===== config.mk =====
export PLATFORM = sky130hd
export DESIGN_NAME = store_buffer
export DESIGN_NICKNAME = d
export VERILOG_FILES = /design/src/rtl/store_buffer.sv
export SDC_FILE = /design/constraint.sdc
export NUM_CORES = 1
export LEC_CHECK = 0
export CAP_MARGIN = 20
export CORE_ASPECT_RATIO = 0.5
export CORE_MARGIN = 2
export CORE_UTILIZATION = 45
export DETAILED_ROUTE_END_ITERATION = 10
export PLACE_DENSITY = 0.79
export SKIP_CTS_REPAIR_TIMING = 1
export SLEW_MARGIN = 10
export SYNTH_ARGS = -nofsm -noshare
export SYNTH_HDL_FRONTEND = slang
export SYNTH_SLANG_ARGS = --single-unit

===== constraint.sdc =====
create_clock -name clk -period 5.4 [get_ports clk]
set_clock_uncertainty 0.2 [all_clocks]
set_input_delay 1.62 -clock clk [delete_from_list [all_inputs] [get_ports clk]]
set_output_delay 1.62 -clock clk [all_outputs]
set_load 0.01 [all_outputs]

===== src/rtl/store_buffer.sv =====
// store_buffer: word-store FIFO between the MEM stage and data_memory.
// Define STORE_BUF_FWD_EN to forward matching loads; otherwise matching loads stall until drained.
module store_buffer #(
   parameter int unsigned DEPTH = 4
) (
   input  logic                     clk,
   input  logic                     rst,
   input  logic                     st_valid,
   input  logic [31:0]              st_addr,
   input  logic [31:0]              st_data,
   input  logic                     ld_valid,
   input  logic [31:0]              ld_addr,
   output logic                     ld_hit,
   output logic [31:0]              ld_data,
   output logic                     stall,
   output logic                     mem_write,
   output logic [31:0]              mem_address,
   output logic [31:0]              mem_write_data,
   output logic [$clog2(DEPTH):0]   count
);

   localparam int unsigned PW = $clog2(DEPTH);
   localparam int unsigned CW = PW + 1;

   logic [31:0]   addr_q [DEPTH];
   logic [31:0]   data_q [DEPTH];
   logic [PW-1:0] head;
   logic [PW-1:0] tail;

   logic          match_any;
   logic          ld_conflict;
   logic          drain_en;
   logic          push;
`ifdef STORE_BUF_FWD_EN
   logic [31:0]   match_data;
`endif

   // Walk oldest to youngest so the last match seen is the youngest entry.
   always_comb begin
      logic [PW-1:0] idx;
      match_any = 1'b0;
`ifdef STORE_BUF_FWD_EN
      match_data = '0;
`endif
      for (int unsigned k = 0; k < DEPTH; k++) begin
         idx = head + PW'(k);
         if ((k < 32'(count)) && (addr_q[idx][31:2] == ld_addr[31:2])) begin
            match_any = 1'b1;
`ifdef STORE_BUF_FWD_EN
            match_data = data_q[idx];
`endif
         end
      end
   end

`ifdef STORE_BUF_FWD_EN
   assign ld_conflict = 1'b0;
   assign ld_hit      = ld_valid && match_any;
   assign ld_data     = ld_hit ? match_data : '0;
`else
   assign ld_conflict = ld_valid && match_any;
   assign ld_hit      = 1'b0;
   assign ld_data     = '0;
`endif

   assign stall          = (st_valid && (count == CW'(DEPTH))) || ld_conflict;
   assign drain_en       = (count != '0) && (!ld_valid || ld_conflict);
   assign push           = st_valid && !stall;

   assign mem_write      = drain_en;
   assign mem_address    = addr_q[head];
   assign mem_write_data = data_q[head];

   always_ff @(posedge clk) begin
      if (rst) begin
         head  <= '0;
         tail  <= '0;
         count <= '0;
      end else begin
         if (push) begin
            addr_q[tail] <= st_addr;
            data_q[tail] <= st_data;
            tail         <= tail + PW'(1);
         end
         if (drain_en) begin
            head <= head + PW'(1);
         end
         case ({push, drain_en})
            2'b10:   count <= count + CW'(1);
            2'b01:   count <= count - CW'(1);
            default: ;
         endcase
      end
   end

endmodule


=== Word-level counts from Yosys, hierarchy flattened ===
Memories as Yosys holds them, arrays and structs flattened. A register that Yosys moved wholly into a read port is not among the register bits.
Cells that the tools add are included.

* Add/subtract/negate cells: 6
* Multipliers: 0
* Divide/modulo/power cells: 0
* Magnitude comparators: 4
* Equality and inequality tests: 7
* Shift operators: 0
* Multiplexer cells: 12
* Bitwise gates (word level): 0
* Reductions and logical operators: 14

{| class="wikitable"
|+ Operator list
! kind !! count
|-
| 30-bit == test || 4
|-
| 1-bit logical AND || 8
|-
| 2-bit two-way mux || 4
|-
| 1-bit two-way mux || 7
|-
| 1-bit by 3-bit < comparator with 1-bit output, first input constant || 2
|-
| 2-bit by 3-bit < comparator with 1-bit output, first input constant || 2
|-
| 3-bit case mux with 2 select lines || 1
|-
| 2-bit by 1-bit adder with 2-bit output, second input constant || 2
|-
| 2-bit adder, second input constant || 2
|-
| 3-bit by 1-bit adder with 3-bit output, second input constant || 1
|-
| 3-bit == test, second input constant || 1
|-
| 3-bit nonzero test || 1
|-
| 3-bit by 1-bit subtractor with 3-bit output, second input constant || 1
|-
| 2-bit by 1-bit == test with 1-bit output, second input constant || 1
|-
| 2-bit == test, second input constant || 1
|-
| 1-bit logical NOT || 2
|-
| 1-bit logical OR || 2
|-
| 2-bit nonzero test || 1
|}

* Register bits after elaboration: 7
* Latch bits: 0
* RAM bits: 256
* Memory bits (read-only): 0
* Input port bits: 100
* Memories: 2

{| class="wikitable"
|+ Memories
! memory !! depth !! width !! rd ports !! clocked after Yosys merged registers in !! write ports !! RTL line !! source
|-
| addr_q || 4 || 32 || 4 || 1 || 1 || 25 || <nowiki>logic [31:0] addr_q [DEPTH];</nowiki>
|-
| data_q || 4 || 32 || 1 || 1 || 1 || 26 || <nowiki>logic [31:0] data_q [DEPTH];</nowiki>
|}

=== Depth between registers and ports, before layout ===
Gate-level depths: netlist of the first run.
An unclocked memory read counts as a cell.

* Depth in word-level cells: 14
* Mapped depth: 17

=== Worst setup path after synthesis of the first run ===
OpenSTA, ideal clock, no wires.

* Kind: input port to output port
* Start: in ld_addr[28]
* End: out stall
* Data arrival time: 3.755 ns
* Required time: 3.580 ns
* Path slack: -0.175 ns
* Stages: 9
* Cells stage by stage: clkbuf_1 -> nand2b_1 -> o221ai_1 -> a2111oi_0 -> nand4_1 -> or4_1 -> a2bb2o_1 -> nor2_2 -> o21ai_0

* Word-level cells in the longest chain between the ends: 8
* Elaborated cells between the ends (all ways): 14
* Those cells by class: 4 x eq/ne; 4 x mux; 6 x reduce/logical

{| class="wikitable"
|+ RTL lines
! element !! RTL line !! source
|-
| start, declared || 12 || <nowiki>input logic [31:0] ld_addr,</nowiki>
|-
| 30-bit == test || 47 || <nowiki>if ((k < 32'(count)) && (addr_q[idx][31:2] == ld_addr[31:2])) begin</nowiki>
|-
| 1-bit logical AND || 47 ||
|-
| 1-bit two-way mux (3 in a row) || 47 ||
|-
| 1-bit two-way mux * || 47 ||
|-
| 1-bit logical AND * || 61 || <nowiki>assign ld_conflict = ld_valid && match_any;</nowiki>
|-
| 1-bit logical OR * || 66 || <nowiki>assign stall = (st_valid && (count == CW'(DEPTH))) || ld_conflict;</nowiki>
|-
| end, declared || 15 || <nowiki>output logic stall,</nowiki>
|}

Every way passes the cells marked *; elsewhere a longest branch is shown, timed or not.

=== Worst setup path after layout of the first run ===
* Start: in ld_addr[25]
* End: out mem_write

* Word-level cells in the longest chain between the ends: 9
* Elaborated cells between the ends (all ways): 15
* Those cells by class: 4 x eq/ne; 4 x mux; 7 x reduce/logical

{| class="wikitable"
|+ RTL lines
! element !! RTL line !! source
|-
| 30-bit == test || 47 ||
|-
| 1-bit logical AND || 47 ||
|-
| 1-bit two-way mux (3 in a row) || 47 ||
|-
| 1-bit two-way mux * || 47 ||
|-
| 1-bit logical AND * || 61 ||
|-
| 1-bit logical OR * || 67 || <nowiki>assign drain_en = (count != '0) && (!ld_valid || ld_conflict);</nowiki>
|-
| 1-bit logical AND * || 67 ||
|-
| end, declared || 16 || <nowiki>output logic mem_write,</nowiki>
|}

Marks and branches as above.

==> results of run 1 <==
[worst min-delay path, delay by kind of cell, from the launching register on]
kind / cells / cell delay (ps)
AOI/OAI and AO/OA: 1 / 80
DFF: 1 / 350
and+or+nand+nor: 1 / 100
[Yosys cell counts (all sizes together), types with 2 or more instances]
library cell  count  share of area, %
a2111oi           7              0.43
a211o             2              0.12
a21oi            20              0.71
a221o             2              0.14
a221oi            3              0.19
a222oi            3              0.21
a22oi             4              0.21
a2bb2oi           2              0.12
a31oi             5              0.22
and2              2             0.088
and3              2             0.088
buf              72               3.6
clkbuf           26              0.69
dfxtp             9               1.3
edfxtp          256                54
ha                9              0.79
inv              16              0.42
mux2             10              0.79
mux2i            85               6.0
mux4            103                17
nand2            11              0.29
nand2b            3              0.13
nand3            12              0.42
nand4            14              0.62
nor2             21              0.57
nor2b             3              0.13
nor3              8              0.28
nor4             12              0.53
o2111a            4              0.32
o2111ai           7              0.43
o211ai            4              0.21
o21ai            11              0.39
o221ai            4              0.25
o22ai             6              0.26
o2bb2ai           2              0.12
o311ai            4              0.30
or4               3              0.19
xnor2            73               4.5
xor2             35               2.2
[state kept, by name, indices dropped and copies added, names as in the netlist, named ones only]
| signal | flops |
|---|---|
| addr_q | 128 |
| count | 3 |
| data_q | 128 |
| head | 2 |
| tail | 2 |
[layout make-up]
type                            count  area share [%]
Clock inverter                     13           0.461
Clock buffer                       31            3.45
Timing Repair Buffer              340            17.4
Multi-Input combinational cell    542            32.7
Inverter                           17           0.359
Sequential cell                   265            42.7
Tap cell                          423            2.87
[worst paths after layout]
path	startpoint	to	slack (ps)	cells after the start
worst max-delay path	ld_addr[25]	mem_write	-170	11
worst min-delay path	tail[1]	tail[1]	370	2
worst max register to register	register	count[2]	1160	15
worst min register to register	tail[1]	tail[1]	370	2
[metal layers]
metal  wire, um  part of all wire [%]  track usage [%]  vias up
met3       2520                   6.2             4.28       56
met4        998                   2.5             5.92        0
li1           -                     -                -     4133
met5          0                     0                0        -
met2      19700                    49             40.7      348
met1      17300                    43             33.8     4803
[metrics by stage]
step	area (um2)	power [W]	setup WS, ps
floorplan	14300	0.00472	1.06
global placement	17300	0.00627	-1240
detailed placement	17300	0.00632	-1300
CTS	18000	0.00794	-1300
global route	18500	0.00839	-259
finish	18500	0.00804	-168
[power groups by stage]
stage / Sequential, W / Combinational, W / Clock [W]
CTS: 0.00254 / 0.00376 / 0.00164
global placement: 0.00257 / 0.00370 / 0
detailed placement: 0.00258 / 0.00373 / 0
floorplan: 0.00251 / 0.00221 / 0
global route: 0.00256 / 0.00409 / 0.00173
finish: 0.00254 / 0.00389 / 0.00161
[cell usage in the layout (no fill, tap or decap), types with 6 or more instances in the layout]
cell / instances
edfxtp_1: 256
buf_4: 150
clkdlybuf4s50_1: 136
mux4_2: 98
mux2i_1: 85
xnor2_1: 71
conb_1: 33
xor2_1: 29
clkbuf_16: 24
dlymetal6s2s_1: 23
nor2_1: 20
a21oi_1: 17
buf_12: 15
nand4_1: 14
inv_1: 13
nand3_1: 11
nand2_1: 10
mux2_2: 10
o21ai_0: 9
ha_1: 9
buf_6: 9
nor3_1: 8
clkinv_1: 8
nor4_1: 7
o2111ai_1: 7
o22ai_1: 6
clkbuf_1: 6
[cells by family (layout without fill, tap and decap cells)]
family                     count (synthesis)  in the layout  share of synthesized area [%]
muxes                                    198            198                           23.3
DFF                                      265            265                           55.5
buffers and inverters                    115            401                           4.78
AOI/OAI and AO/OA                        100            100                           5.39
and+or+nand+nor                           94             94                           3.50
other                                      1             33                         0.0265
xor gates and xnor gates                 108            108                           6.67
adders and majority gates                  9              9                          0.794
==> run_summary.xml, run 1 <==
<?xml version="1.0" encoding="UTF-8"?>
<metrics>
  <group name="timing">
    <metric name="rsz0062_at_grt" unit="">yes</metric>
    <metric name="achievable-frequency" unit="MHz">180</metric>
    <metric name="worst_slew_pin_slew" unit="ps">681</metric>
    <metric name="share_of_the_clock_period_used_by_the_worst_path_after_layout" unit="%">103</metric>
    <metric name="postLayoutSetupSlackWorst" unit="ps">-168</metric>
    <metric name="maxSlewViolCount" unit="">0</metric>
    <metric name="final_hold_fails" unit="">0</metric>
    <metric name="totalNegativeSetupSlack" unit="ps">-293</metric>
    <metric name="finalHoldWorstSlack" unit="ps">372</metric>
    <metric name="minimum_clock_period_after_layout" unit="ps">5570</metric>
    <metric name="setup_viol" unit="">2</metric>
    <metric name="timing.slew.headroom" unit="%">53.3</metric>
  </group>
  <group name="synth">
    <metric name="synth-async-reset-ratio" unit="%">0</metric>
    <metric name="number_of_flops_mapped_to_enable_cells_by_yosys" unit="">256</metric>
    <metric name="synth.distinct_cells" unit="">62</metric>
    <metric name="ys_seq_elements" unit="">265</metric>
    <metric name="synth_warnings" unit="">0</metric>
    <metric name="synthesis.instances" unit="">890</metric>
    <metric name="summed_instance_area_of_the_synthesized_netlist" unit="mm2">0.0142</metric>
    <metric name="synth_area_per_cell" unit="um2">15.9</metric>
    <metric name="postSynth.topFlopCell" unit="">edfxtp_1</metric>
    <metric name="seq_area_frac_synth" unit="%">55.5</metric>
  </group>
  <group name="clocking">
    <metric name="insertion_delay_to_the_later_sink_of_the_worst_skew_pair" unit="ps">550</metric>
    <metric name="cts.clk_slew.worst_paths" unit="ps">50</metric>
    <metric name="clock_tree_from_tritoncts" unit="">built</metric>
    <metric name="root_buffer" unit="">clkbuf_16</metric>
    <metric name="cts_max_level" unit="">1</metric>
    <metric name="cts_inserted_buffers" unit="">24</metric>
    <metric name="clock_sinks" unit="">265</metric>
    <metric name="cts-root-to-sink-buffers" unit="">3</metric>
  </group>
  <group name="critical_path">
    <metric name="crit_path_required_time" unit="ps">3580</metric>
    <metric name="cp.buffers_inverters" unit="">4</metric>
    <metric name="slowest_delay" unit="ps">530</metric>
    <metric name="critical_path_arrival" unit="ps">3750</metric>
    <metric name="criticalPathCategory" unit="">primary input to output pin</metric>
    <metric name="timing.critical_path.fanout_max" unit="">5</metric>
    <metric name="critical_path.startpoint_type" unit="">primary input</metric>
    <metric name="critical_path.endpoint_type" unit="">output pin</metric>
    <metric name="cp_cell_sequence" unit="">clkbuf_2 &gt; buf_6 &gt; xor2_1 &gt; nor4_1 &gt; buf_4 &gt; o2111ai_1 &gt; or4_4 &gt; a2bb2o_4 &gt; nor2_4 &gt; a21oi_2 &gt; buf_2</metric>
    <metric name="timing.critical_path.max_delay_family" unit="">simple AND/OR/NAND/NOR gates</metric>
    <metric name="timing.critical_path.slowest_stage_cell" unit="">or4_4</metric>
  </group>
  <group name="final_layout">
    <metric name="nNetsFinal" unit="">1299</metric>
    <metric name="layout.filler_cells" unit="">2294</metric>
    <metric name="antennaDiodeCount" unit="">0</metric>
    <metric name="syn_to_final_growth" unit="%">30.3</metric>
    <metric name="register_area" unit="mm2">0.00788</metric>
    <metric name="layoutNonFillerInstCount" unit="">1631</metric>
    <metric name="post-route-util" unit="%">60.3</metric>
    <metric name="multi_input_comb_area" unit="mm2">0.00604</metric>
    <metric name="final_layout_size_suffix_gt1_share" unit="%">30.3</metric>
  </group>
  <group name="global_routing">
    <metric name="grt_first_pass_wirelength" unit="mm">59.3</metric>
    <metric name="global_route.usage.total" unit="%">24.5</metric>
    <metric name="congestion_overflow_gr" unit="">0</metric>
    <metric name="first_global_vias" unit="">9410</metric>
    <metric name="number_of_antenna_violations_at_the_first_check_in_global_routing" unit="">0</metric>
    <metric name="pin_count_of_the_biggest_net_entering_global_routing" unit="">37</metric>
  </group>
  <group name="route">
    <metric name="finalWirelength" unit="mm">40.5</metric>
    <metric name="drcViolationCount" unit="">0</metric>
    <metric name="drtIter0Drc" unit="">804</metric>
    <metric name="count_of_nets_left_with_antenna_violations_after_detail_routing" unit="">0</metric>
    <metric name="average_via_count_per_standard_cell" unit="">5.73</metric>
    <metric name="route.vias.total" unit="">9340</metric>
    <metric name="wl_per_cell" unit="um">24.8</metric>
    <metric name="drt_pass1_iterations" unit="">5</metric>
  </group>
  <group name="die">
    <metric name="die_w" unit="um">255</metric>
    <metric name="core_region_area" unit="mm2">0.0306</metric>
    <metric name="rows" unit="">45</metric>
    <metric name="dieHeight" unit="um">130</metric>
    <metric name="pin_count" unit="">202</metric>
    <metric name="floorplan.die_area" unit="mm2">0.0330</metric>
    <metric name="initial_core_util" unit="%">46.3</metric>
  </group>
  <group name="status">
    <metric name="run_status" unit="">finished, violations left</metric>
    <metric name="violations" unit="">setup timing</metric>
  </group>
  <group name="worst_hold_path">
    <metric name="min_path_type" unit="">register to register</metric>
  </group>
  <group name="pwr">
    <metric name="switchingPower" unit="W">0.00278</metric>
    <metric name="p_int" unit="W">0.00526</metric>
    <metric name="total_power_density_per_cell_area" unit="mW/mm2">436</metric>
    <metric name="static-leakage-power" unit="nW">6.33</metric>
    <metric name="power.combinational.fraction" unit="%">48.3</metric>
    <metric name="vdd_drop_max" unit="mV">0.319</metric>
    <metric name="power.share.sequential" unit="%">31.6</metric>
    <metric name="power_switching_share" unit="%">34.6</metric>
    <metric name="power.clock.fraction" unit="%">20.0</metric>
  </group>
  <group name="job">
    <metric name="cap_violations" unit="">0</metric>
  </group>
  <group name="place">
    <metric name="placed_cells_incl_taps" unit="">1576</metric>
    <metric name="routabilityCongestion" unit="">0.977</metric>
    <metric name="numPortBuffers" unit="">166</metric>
    <metric name="hpwl" unit="mm">30.1</metric>
  </group>
</metrics>
No activity file was read; power rests on OpenSTA's default activity.
==> run 2, diff against run 1 <==
--- a/config.mk
+++ b/config.mk
@@ -10,6 +10,7 @@
 export CORE_MARGIN = 2
 export CORE_UTILIZATION = 45
 export DETAILED_ROUTE_END_ITERATION = 10
+export HOLD_SLACK_MARGIN = 0.08
 export PLACE_DENSITY = 0.79
 export SKIP_CTS_REPAIR_TIMING = 1
 export SLEW_MARGIN = 10
==> results of run 2 <==
The final DEF is identical to that of run 1; final timing and power are the same.
==> run 3, diff against run 2 <==
--- a/config.mk
+++ b/config.mk
@@ -6,12 +6,14 @@
 export NUM_CORES = 1
 export LEC_CHECK = 0
 export CAP_MARGIN = 20
+export CELL_PAD_IN_SITES_DETAIL_PLACEMENT = 1
+export CELL_PAD_IN_SITES_GLOBAL_PLACEMENT = 1
 export CORE_ASPECT_RATIO = 0.5
 export CORE_MARGIN = 2
 export CORE_UTILIZATION = 45
 export DETAILED_ROUTE_END_ITERATION = 10
 export HOLD_SLACK_MARGIN = 0.08
-export PLACE_DENSITY = 0.79
+export PLACE_DENSITY = 0.87
 export SKIP_CTS_REPAIR_TIMING = 1
 export SLEW_MARGIN = 10
 export SYNTH_ARGS = -nofsm -noshare
==> constraint.sdc (replaced) <==
create_clock -name clk -period 6.9 [get_ports clk]
set_clock_uncertainty 0.2 [all_clocks]
set_input_delay 2.07 -clock clk [delete_from_list [all_inputs] [get_ports clk]]
set_output_delay 2.07 -clock clk [all_outputs]
set_load 0.01 [all_outputs]
==> run 3 against run 2 <==
  * The flow now finishes without violations
  * Utilization fell by 2.6 points
  * Critical endpoint unchanged
  * Cell count is 4.8% lower
  * Register-to-register slack better by 940 ps
  * Die area did not move
  * Largest cell class unchanged
  * Routed wire length up 2.4%
==> run_summary.xml, run 3 (synthesized netlist as in run 1, its figures left out) <==
<?xml version="1.0" encoding="UTF-8"?>
<metrics>
  <group name="final_layout">
    <metric name="final_common_cell" unit="">edfxtp_1</metric>
    <metric name="nNetsFinal" unit="">1220</metric>
    <metric name="multi_input_comb_area" unit="mm2">0.00586</metric>
    <metric name="final_cell_mix" unit="">edfxtp_1 (256), clkdlybuf4s50_1 (157), mux4_2 (97), mux2i_1 (85), buf_4 (85)</metric>
    <metric name="post-route-util" unit="%">57.7</metric>
    <metric name="final_layout_size_suffix_gt1_share" unit="%">24.2</metric>
    <metric name="layout.filler_cells" unit="">2893</metric>
    <metric name="syn_to_final_growth" unit="%">24.7</metric>
    <metric name="register_area" unit="mm2">0.00788</metric>
    <metric name="top_regs" unit="">addr_q: 128 flops, data_q: 128 flops, count: 3 flops</metric>
    <metric name="layoutNonFillerInstCount" unit="">1552</metric>
  </group>
  <group name="clocking">
    <metric name="cts_inserted_buffers" unit="">25</metric>
    <metric name="root_buffer" unit="">clkbuf_16</metric>
    <metric name="cts-root-to-sink-buffers" unit="">3</metric>
    <metric name="clock_sinks" unit="">265</metric>
    <metric name="insertion_delay_to_the_later_sink_of_the_worst_skew_pair" unit="ps">570</metric>
    <metric name="cts_max_level" unit="">1</metric>
    <metric name="clock_tree_from_tritoncts" unit="">built</metric>
    <metric name="cts.clk_slew.worst_paths" unit="ps">70</metric>
  </group>
  <group name="place">
    <metric name="routabilityCongestion" unit="">0.934</metric>
    <metric name="hpwl" unit="mm">29.2</metric>
    <metric name="numPortBuffers" unit="">166</metric>
    <metric name="placed_cells_incl_taps" unit="">1502</metric>
    <metric name="place_ws" unit="ps">-681</metric>
  </group>
  <group name="timing">
    <metric name="timing.slew.headroom" unit="%">24.9</metric>
    <metric name="rsz0062_at_grt" unit="">no</metric>
    <metric name="finalHoldWorstSlack" unit="ps">376</metric>
    <metric name="totalNegativeSetupSlack" unit="ps">0</metric>
    <metric name="achievable-frequency" unit="MHz">147</metric>
    <metric name="postLayoutSetupSlackWorst" unit="ps">94.5</metric>
    <metric name="setup_viol" unit="">0</metric>
    <metric name="worst_slew_pin_slew" unit="ps">1130</metric>
    <metric name="share_of_the_clock_period_used_by_the_worst_path_after_layout" unit="%">98.6</metric>
    <metric name="final_hold_fails" unit="">0</metric>
    <metric name="minimum_clock_period_after_layout" unit="ps">6810</metric>
    <metric name="maxSlewViolCount" unit="">0</metric>
  </group>
  <group name="global_routing">
    <metric name="number_of_antenna_violations_at_the_first_check_in_global_routing" unit="">1</metric>
    <metric name="grt_first_pass_wirelength" unit="mm">61.9</metric>
    <metric name="global_route.usage.total" unit="%">25.3</metric>
    <metric name="congestion_overflow_gr" unit="">0</metric>
    <metric name="first_global_vias" unit="">9777</metric>
    <metric name="pin_count_of_the_biggest_net_entering_global_routing" unit="">65</metric>
  </group>
  <group name="die">
    <metric name="dieHeight" unit="um">130</metric>
    <metric name="die_w" unit="um">255</metric>
    <metric name="pin_count" unit="">202</metric>
    <metric name="floorplan.die_area" unit="mm2">0.0330</metric>
    <metric name="core_region_area" unit="mm2">0.0306</metric>
    <metric name="rows" unit="">45</metric>
    <metric name="initial_core_util" unit="%">46.3</metric>
  </group>
  <group name="route">
    <metric name="count_of_nets_left_with_antenna_violations_after_detail_routing" unit="">0</metric>
    <metric name="drt_pass1_iterations" unit="">5</metric>
    <metric name="finalWirelength" unit="mm">41.4</metric>
    <metric name="drtIter0Drc" unit="">799</metric>
    <metric name="average_via_count_per_standard_cell" unit="">5.98</metric>
    <metric name="drcViolationCount" unit="">0</metric>
    <metric name="wl_per_cell" unit="um">26.7</metric>
    <metric name="route.vias.total" unit="">9282</metric>
  </group>
  <group name="pwr">
    <metric name="power.share.sequential" unit="%">33.1</metric>
    <metric name="vdd_drop_max" unit="mV">0.278</metric>
    <metric name="power.combinational.fraction" unit="%">43.2</metric>
    <metric name="p_int" unit="W">0.00404</metric>
    <metric name="static-leakage-power" unit="nW">5.79</metric>
    <metric name="power.clock.fraction" unit="%">23.7</metric>
    <metric name="total_power_density_per_cell_area" unit="mW/mm2">348</metric>
    <metric name="power_switching_share" unit="%">34.3</metric>
    <metric name="switchingPower" unit="W">0.00211</metric>
  </group>
  <group name="status">
    <metric name="run_status" unit="">complete, no violations</metric>
  </group>
  <group name="worst_hold_path">
    <metric name="min_path_type" unit="">register to register</metric>
    <metric name="hold_depth" unit="">2</metric>
  </group>
  <group name="critical_path">
    <metric name="cp_cell_sequence" unit="">clkdlybuf4s50_1 &gt; a221o_1 &gt; a21oi_2 &gt; nand4_1 &gt; or4_4 &gt; o41ai_4 &gt; nor2_4 &gt; a21oi_2 &gt; buf_2</metric>
    <metric name="criticalPathCategory" unit="">primary input to output pin</metric>
    <metric name="critical_path_arrival" unit="ps">4540</metric>
    <metric name="timing.critical_path.max_delay_family" unit="">compound AO/OA/AOI/OAI gates</metric>
    <metric name="timing.critical_path.fanout_max" unit="">4</metric>
    <metric name="cp.depth" unit="">9</metric>
    <metric name="slowest_delay" unit="ps">560</metric>
    <metric name="critical_path.startpoint_type" unit="">primary input</metric>
    <metric name="worst-r2r-cell-count" unit="">13</metric>
    <metric name="crit_path_required_time" unit="ps">4630</metric>
    <metric name="critical_path.endpoint_type" unit="">output pin</metric>
    <metric name="cp.buffers_inverters" unit="">2</metric>
    <metric name="timing.critical_path.slowest_stage_cell" unit="">or4_4</metric>
    <metric name="crit_top_cell" unit="">a21oi_2</metric>
  </group>
  <group name="job">
    <metric name="cap_violations" unit="">0</metric>
  </group>
</metrics>
run 3: changes by cell type in the layout (fill, tap and decap cells not counted), sizes merged:
| cell | change |
|---|---|
| inv | +1 |
| clkdlybuf4s50 | +21 |
| dlymetal6s2s | -16 |
| diode | +1 |
| bufinv | +4 |
| clkbuf | -7 |
| buf | -83 |
run 3: tightest hold or removal path, delay by kind of cell, from the launching register on:
family | cells | cell delay [ps]
flops | 1 | 350
compound gates | 1 | 80
simple gates | 1 | 100
run 3: path summary, 6_finish.rpt:
check | start | endpoint | slack [ps]
max | ld_addr[30] | mem_write | 90
min | tail[1] | tail[1] | 380
max reg2reg | register | data_q[2][18] | 2100
min reg2reg | tail[1] | tail[1] | 380
run 3: power groups by stage:
stage	combinational [W]	sequential [W]	clock, W
2_1_floorplan	0.00173	0.00196	0
3_3_place_gp	0.00254	0.00206	0
3_5_place_dp	0.00260	0.00207	0
4_1_cts	0.00263	0.00204	0.00148
5_1_grt	0.00280	0.00205	0.00155
6_report	0.00266	0.00204	0.00146
run 3: layout make-up:
| class | instances | area share (%) |
|---|---|---|
| clock buffer | 26 | 3.56 |
| tap | 423 | 2.99 |
| sequential | 265 | 44.6 |
| timing repair buffer | 260 | 14.1 |
| multi-input combinational | 542 | 33.2 |
| antenna | 1 | 0.0142 |
| clock inverter | 18 | 1.25 |
| inverter | 17 | 0.361 |
run 3: metal layers:
| layer | up-vias | wire (um) | GRT usage [%] |
|---|---|---|---|
| met5 | - | 0 | 0 |
| met4 | 0 | 1310 | 8.02 |
| met3 | 85 | 2740 | 4.76 |
| met2 | 360 | 20600 | 43.1 |
| met1 | 4876 | 16800 | 33.1 |
| li1 | 3961 | - | - |
run 3: per-stage QoR:
stage	cell area [um2]	total power, W
4_1_cts	17500	0.00615
5_1_grt	17700	0.00640
2_1_floorplan	14300	0.00369
3_5_place_dp	16600	0.00467
3_3_place_gp	16600	0.00460
6_report	17700	0.00615
